**src/rtl/alu_seq.sv**
```systemverilog
// alu_seq: registered ALU with valid/ready handshakes on both sides; optional iterative multiply (`ALU_SEQ_MUL_EN`).
// Latency: single-cycle ops valid the cycle after acceptance; multiply valid WIDTH cycles after acceptance.
// Backpressure: a held result and its flags stay stable while out_ready=0; in_ready follows out_ready in DONE, 0 in BUSY.
//
// Ports:
//   clk, rst_n                    : rising-edge clock, asynchronous active-low reset
//   in_valid / in_ready           : request handshake; a, b, opcode are captured on acceptance
//   a, b, opcode                  : operands (b[SHW-1:0] is the shift amount) and operation select
//   out_valid / out_ready         : result handshake
//   out_s, out_c, out, overflow   : result word, carry/shifted-out bit, compare result, overflow flag
module alu_seq #(
   parameter int WIDTH = 8,
   parameter int SHW   = $clog2(WIDTH)
) (
   input  logic             clk,
   input  logic             rst_n,
   input  logic             in_valid,
   output logic             in_ready,
   input  logic [WIDTH-1:0] a,
   input  logic [WIDTH-1:0] b,
   input  logic [3:0]       opcode,
   output logic             out_valid,
   input  logic             out_ready,
   output logic [WIDTH-1:0] out_s,
   output logic             out_c,
   output logic             out,
   output logic             overflow
);

   localparam logic [1:0] IDLE = 2'd0;
   localparam logic [1:0] DONE = 2'd2;
`ifdef ALU_SEQ_MUL_EN
   localparam logic [1:0] BUSY = 2'd1;
`endif

   logic [1:0] state;
   logic       accept;

   // Accepting while DONE is only possible when the held result is being
   // consumed on the same edge, which gives back-to-back throughput.
   assign in_ready = (state == IDLE) || ((state == DONE) && out_ready);
   assign accept   = in_valid && in_ready;

   // ---------------------------------------------------------------
   // Single-cycle datapath
   // ---------------------------------------------------------------
   logic [SHW-1:0] amt;
   logic [WIDTH:0] add_w, sub_w, sll_w, srl_w, sra_w;
   logic [WIDTH-1:0] r_s;
   logic             r_c, r_o, r_ov;

   assign amt   = b[SHW-1:0];
   assign add_w = {1'b0, a} + {1'b0, b};
   assign sub_w = {1'b0, a} + {1'b0, ~b} + {{WIDTH{1'b0}}, 1'b1};
   // Each shift carries one guard bit so the last bit shifted out lands in a
   // fixed position; with amount 0 the guard bit stays 0.
   assign sll_w = {1'b0, a} << amt;
   assign srl_w = {a, 1'b0} >> amt;
   assign sra_w = $signed({a, 1'b0}) >>> amt;

   always_comb begin
      r_s  = '0;
      r_c  = 1'b0;
      r_o  = 1'b0;
      r_ov = 1'b0;
      case (opcode)
         4'b0000: begin
            r_s  = add_w[WIDTH-1:0];
            r_c  = add_w[WIDTH];
            r_ov = (a[WIDTH-1] == b[WIDTH-1]) && (add_w[WIDTH-1] != a[WIDTH-1]);
         end
         4'b0001: begin
            r_s  = sub_w[WIDTH-1:0];
            r_c  = sub_w[WIDTH];
            r_ov = (a[WIDTH-1] != b[WIDTH-1]) && (sub_w[WIDTH-1] != a[WIDTH-1]);
         end
         4'b0010: begin
            r_s  = -a;
            r_ov = (a == {1'b1, {(WIDTH-1){1'b0}}});
         end
         4'b0011: r_s = a & b;
         4'b0100: r_s = a | b;
         4'b0101: r_s = a ^ b;
         4'b0110: r_o = (a < b);
         4'b0111: r_o = (a == b);
         4'b1000: begin
            r_s = sll_w[WIDTH-1:0];
            r_c = sll_w[WIDTH];
         end
         4'b1001: begin
            r_s = srl_w[WIDTH:1];
            r_c = srl_w[0];
         end
         4'b1010: begin
            r_s = sra_w[WIDTH:1];
            r_c = sra_w[0];
         end
         4'b1100: r_o = ($signed(a) < $signed(b));
         // 1011 lands here too: it is either handled by the multiplier or
         // treated as an undefined opcode.
         default: ;
      endcase
   end

`ifdef ALU_SEQ_MUL_EN
   // ---------------------------------------------------------------
   // Shift-add multiplier: prod starts as {0, b}; each step adds the
   // multiplicand into the upper half when the current multiplier bit is
   // set, then shifts right. After WIDTH steps prod holds a*b.
   // ---------------------------------------------------------------
   logic [WIDTH-1:0]   mcand;
   logic [2*WIDTH-1:0] prod, prod_nx;
   logic [SHW-1:0]     cnt;
   logic [WIDTH:0]     psum;
   logic               is_mul;

   assign is_mul  = (opcode == 4'b1011);
   assign psum    = {1'b0, prod[2*WIDTH-1:WIDTH]} + (prod[0] ? {1'b0, mcand} : {(WIDTH+1){1'b0}});
   assign prod_nx = {psum, prod[WIDTH-1:1]};
`endif

   // ---------------------------------------------------------------
   // Control and output registers
   // ---------------------------------------------------------------
   always_ff @(posedge clk or negedge rst_n) begin
      if (!rst_n) begin
         state     <= IDLE;
         out_valid <= 1'b0;
         out_s     <= '0;
         out_c     <= 1'b0;
         out       <= 1'b0;
         overflow  <= 1'b0;
`ifdef ALU_SEQ_MUL_EN
         mcand     <= '0;
         prod      <= '0;
         cnt       <= '0;
`endif
      end else if (accept) begin
`ifdef ALU_SEQ_MUL_EN
         if (is_mul) begin
            state     <= BUSY;
            out_valid <= 1'b0;
            mcand     <= a;
            prod      <= {{WIDTH{1'b0}}, b};
            cnt       <= '0;
         end else
`endif
         begin
            state     <= DONE;
            out_valid <= 1'b1;
            out_s     <= r_s;
            out_c     <= r_c;
            out       <= r_o;
            overflow  <= r_ov;
         end
`ifdef ALU_SEQ_MUL_EN
      end else if (state == BUSY) begin
         prod <= prod_nx;
         cnt  <= cnt + SHW'(1);
         if (cnt == SHW'(WIDTH - 1)) begin
            state     <= DONE;
            out_valid <= 1'b1;
            out_s     <= prod_nx[WIDTH-1:0];
            out_c     <= 1'b0;
            out       <= 1'b0;
            overflow  <= |prod_nx[2*WIDTH-1:WIDTH];
         end
`endif
      end else if ((state == DONE) && out_ready) begin
         // Consumed with no new request: drop back to IDLE. Result bits are
         // left as they are; out_valid=0 marks them stale.
         state     <= IDLE;
         out_valid <= 1'b0;
      end
   end

endmodule

```
**config.mk**
```make
export PLATFORM = sky130hd
export DESIGN_NAME = alu_seq
export DESIGN_NICKNAME = d
export VERILOG_FILES = /design/src/rtl/alu_seq.sv
export SDC_FILE = /design/constraint.sdc
export NUM_CORES = 1
export LEC_CHECK = 0
export ABC_AREA = 1
export BUFFER_PORTS_ARGS = -buffer_cell sky130_fd_sc_hd__buf_2
export CORE_AREA = 4 4 80 82
export CTS_CLUSTER_DIAMETER = 40
export DETAILED_ROUTE_END_ITERATION = 10
export DIE_AREA = 0 0 84 86
export PLACE_DENSITY_LB_ADDON = 0.15
export SYNTH_ARGS = -nofsm -noshare
export SYNTH_HDL_FRONTEND = slang
export SYNTH_SLANG_ARGS = --single-unit
```
**constraint.sdc**
```tcl
create_clock -name clk -period 1.5 [get_ports clk]
set_input_delay 0.15 -clock clk [delete_from_list [all_inputs] [get_ports clk]]
set_output_delay 0.15 -clock clk [all_outputs]
set_load 0.02 [all_outputs]
```
# After elaboration in Yosys (flattened, before gate mapping)
# Index checks and enable logic that the tools add are counted.
# word_totals
word_cells	53
latch_bits	0
romBits	0
n_memories	0
register_bits	14
ramBits	0
# classes
shift	3
n_addsub	4
reduce_logical	8
div	0
eq_ne	18
muxes	8
n_mul	0
bitwise	4
order_cmp	2
# op_table
op	n
case mux 8 bit (9 select lines)	1
adder 8 x 8 -> 9 bit	2
== test 4 x 3 -> 1 bit, second input constant	4
== test 4 bit, second input constant	4
< comparator 8 bit	2
adder 9 x 1 -> 9 bit, second input constant	1
<< shifter 8 x 3 -> 9 bit	1
>> shifter 9 x 3 -> 9 bit	1
>>> shifter 9 x 3 -> 9 bit	1
AND 8 bit	1
== test 4 x 2 -> 1 bit, second input constant	2
== test 8 bit	1
== test 8 bit, second input constant	1
negator 8 bit	1
NOT 8 bit	1
bitwise OR 8 bit	1
XOR 8 bit	1
case mux 1 bit (3 select lines)	2
case mux 1 bit (5 select lines)	1
== test 4 x 1 -> 1 bit, second input constant	1
logical AND 1 bit	4
zero test 4 bit	1
two-way mux 2 bit	2
inequality test 1 bit	3
6 further kinds	7

# Logic depth before layout (Yosys ltp)
# logic_depth
ltp_word	6
mapped_depth	14
depth_no_buf	12

# Worst setup path after synthesis
# No wires, ideal clock.
# synth_timing
path_kind	input port to flip-flop
from	input b[1]
to	register out
arrival_ns	1.630
slack_ns	-0.250
path_stages	12
required_ns	1.380
cell_sequence	buf_2 inv_2 buf_2 fa_1 nand2_1 nand2_1 a21oi_1 nand2_1 nand2_1 nand4_1 o21ai_0 inv_1
# synth_between
elab_chain_cells	2
elab_cells_between_ends	4
# synth_rtl
item	line_no	text
start, declared	20	input logic [WIDTH-1:0] b,
< comparator 8 bit (tied with other cells)	98	4'b1100: r_o = ($signed(a) < $signed(b));
case mux 1 bit (3 select lines) (*)	66	case (opcode)
end signal, assigned	153	out <= r_o;
end, declared	26	output logic out,
# Mark *: on every way between the ends. The rest lies on a longest branch, timed or not.
# A chain may end at the register's enable or synchronous reset.

# Worst setup path in the final report
# layout_timing
from	input a[0]
to	register out_s[2]
# layout_between
elab_chain_cells	3
elab_cells_between_ends	8
# layout_rtl
item	line_no	text
start, declared	19	input logic [WIDTH-1:0] a,
adder 8 x 8 -> 9 bit	54	assign sub_w = {1'b0, a} + {1'b0, ~b} + {{WIDTH{1'b0}}, 1'b1};
adder 9 x 1 -> 9 bit	54	
case mux 8 bit (9 select lines) (*)	66	
end signal, assigned	151	out_s <= r_s;
end, declared	24	output logic [WIDTH-1:0] out_s,
# Marks and branches as above.

==> flow_summary.toml <==
[logic_synthesis]
synth_flop_cell = "dfrtp_1"
syn_area_um2 = 2690
synth_edf_count = 0
synth_top_area_share_pct = 25.8
ys_seq_elements = 12
yosysMostFrequentCell = "nand2_1"
syn_area_per_cell_um2 = 5.58
syn_inst = 483
ys_seq_area_share_pct = 11.1
synth.distinct_cells = 35
synthArstFlopShare_pct = 100
syn_nets = 535
yosysWarnings = 0
yosysTopAreaCell = "nand2_1"
ys_top_cells_by_count = "nand2_1 (185), nand3_1 (59), inv_1 (51), nor2_1 (42), ha_1 (26)"
synthTopCellsByArea = "nand2_1 (26%), ha_1 (12%), dfrtp_1 (11%)"

[die]
die_height_um = 86
coreArea_um2 = 5750
dieArea_um2 = 7220
num_rows = 28
io_pins = 37
die_x_um = 84
initial_utilization_pct = 46.9

[drt]
postRouteAntennaNets = 0
first_pass_iters = 5
drtIter0Drc = 242
route.detailed.wl_per_inst_um = 14.6
drc = 0
drt_wl_total_mm = 9.67
vias = 3538
viasPerCell = 5.36

[setup_path]
critPathArrivalTime_ps = 1640
critPathCaptureType = "register"
cp.required_ps = 1630
crit_type = "primary input to register"
r2r-start = "state[1]"
crit_start = "a[0]"
slowest_stage = "fa_2"
path_cells = "buf_8 > clkinvlp_4 > ha_4 > inv_4 > fa_2 > buf_6 > xnor2_2 > nand2_1 > nand2_1 > nor2_2 > nand2_1 > nand2_1 > nand2_1"
cp_max_fo = 4
startpoint_type = "primary input"
max_stage_delay_ps = 390
critPathMostFrequentCell = "nand2_1"
worstPathBufferInverterCount = 4
critPathTopFamily = "adder cells"

[cts]
clkSinkCount = 12
clock_path_buffers = 2
numCtsBuffers = 3
clk_pin_slew_ps = 50
htree_levels = 1
cts_tree = "built"
clock_latency_ps = 240
cts_root_buf = "clkbuf_8"

[place]
dp_slack_ps = -315
dp_hpwl_mm = 7.90
dpl_cell_area_um2 = 3460
numPortBuffers = 36
place_congestion = 0.969

[timing]
timing.final.ws_setup_ps = -13.8
final-hold-violation-count = 0
tightest_slew_ps = 321
period_share_pct = 101
max_freq_ghz = 0.661
slew_violations = 0
finalClockSkew_ps = 0.665
rsz0062_at_grt = "true"
fin_setup_tns_ps = -13.8
slew_headroom_pct = 78.5
finalSetupViolCount = 1
fin_crit_ps = 1510

[final_layout]
postLayoutCellArea_um2 = 3770
diodes = 0
area_delta_synth_final_pct = 39.9
layout.nets = 638
drive_above_1_share_pct = 30.4
utilization_pct = 65.6

[power_and_ir_drop]
power_frac_comb_pct = 61.0
pwr-share-seq_pct = 20.8
p_switching_mw = 0.830
p_clk_share_pct = 18.2
powerDensity_nw_per_um2 = 507
peakVddDrop_mv = 0.543
p_leak_nw = 2.07
p_sw_share_pct = 43.4
power_mw = 1.91
p_int_mw = 1.08

[global_routing]
grt_usage_pct = 25.8
grt_max_degree = 19
grt_pass1_wl_mm = 15.3
grt_overflow_total = 0
antenna_found_initial = 0
grt_pass1_vias = 3262

[worst_hold_path]
hold_class = "primary input to register"
hp-start = "out_ready"

[outcome]
violations = "setup timing"
outcome = "finished with violations"

[job]
cap_viol_max_count = 0
-- final cells by class --
type / instances / area [um2]
clock buffers: 4 / 55.1
multi-input cells: 400 / 2310
fillers: 550 / 1980
repair buffers: 112 / 783
well taps: 75 / 93.8
flip-flops and latches: 12 / 300
inverters: 57 / 228
-- routing by layer --
layer | part of all wire (%) | track usage, % | wire [um] | vias to the layer above
met5 | 0 | 0 | 0 | -
met2 | 47 | 44.1 | 4510 | 158
met3 | 7.3 | 3.46 | 707 | 17
met1 | 44 | 34.4 | 4210 | 1599
li1 | - | - | - | 1764
met4 | 2.4 | 6.58 | 231 | 0
-- power groups by stage --
| stage | logic [mW] | registers, mW | clock network [mW] |
|---|---|---|---|
| CTS | 1.06 | 0.396 | 0.353 |
| global placement | 1.04 | 0.401 | 0 |
| detailed placement | 1.05 | 0.401 | 0 |
| global route | 1.28 | 0.401 | 0.369 |
| floorplan | 0.561 | 0.460 | 0 |
| finish | 1.17 | 0.397 | 0.348 |
-- sequential cells by signal (all words and copies together), names as in the netlist --
signal    cells
out_s         8
out           1
out_c         1
overflow      1
state         1
-- cells in the final DEF, fill, tap and decap left out, types with 3 or more instances in the layout --
cell type  instances
o211ai_1           5
ha_1              16
nand2_1          180
nor2_4             6
inv_2              6
nor2_1            39
dfrtp_1           12
o21ai_0           12
buf_4             73
nand3_2            5
nand2_2            6
buf_6              4
inv_1             47
ha_4               7
buf_2             33
a21oi_2            6
a21oi_1            7
nand3b_1           3
ha_2               3
nand3_1           54
clkbuf_8           4
o21ai_1            3
nand2_4            4
or2_2              3
nand4_1           18
nor2_2             4
-- worst min-delay path, stage by stage --
cell and delay [ps]:
buf_2 80, inv_1 30, nand2_1 80, nand2_1 60
-- repair_timing --
action / CTS / global route
hold buffers: 1 / 0
cloned: 0 / 0
gates resized for setup: 3 / 48
pin swaps: 4 / 21
endpoints found under the setup margin: 4 / 11
endpoints found under the hold margin: 12 / 0
buffers inserted: 0 / 5
-- worst paths after layout --
check | end | depth (start not counted) | slack [ps]
setup / recovery | out_s[2] | 13 | -10
setup reg to reg | out_c | 7 | 210
hold reg to reg | overflow | 2 | 470
hold / removal | state[1] | 4 | 200
max in group asynchronous | out_s[2] | 2 | 950
min in group asynchronous | out_s[1] | 2 | 330
-- through the flow --
step	hold WS, ps	instances
6_report	196	660
3_3_place_gp	39.9	650
3_5_place_dp	40.6	650
2_1_floorplan	-146	483
4_1_cts	202	655
5_1_grt	221	660
-- cell families after synthesis --
kind of cell	Yosys count	synth area share [%]
flip-flops	12	11.1
buffers and inverters	71	10.7
AO/OA/AOI/OAI	43	9.71
AND/OR/NAND/NOR	328	54.5
adder cells (fa/ha/maj)	28	13.6
XOR/XNOR	1	0.325
Note: power is estimated with default switching activity, not from simulation.
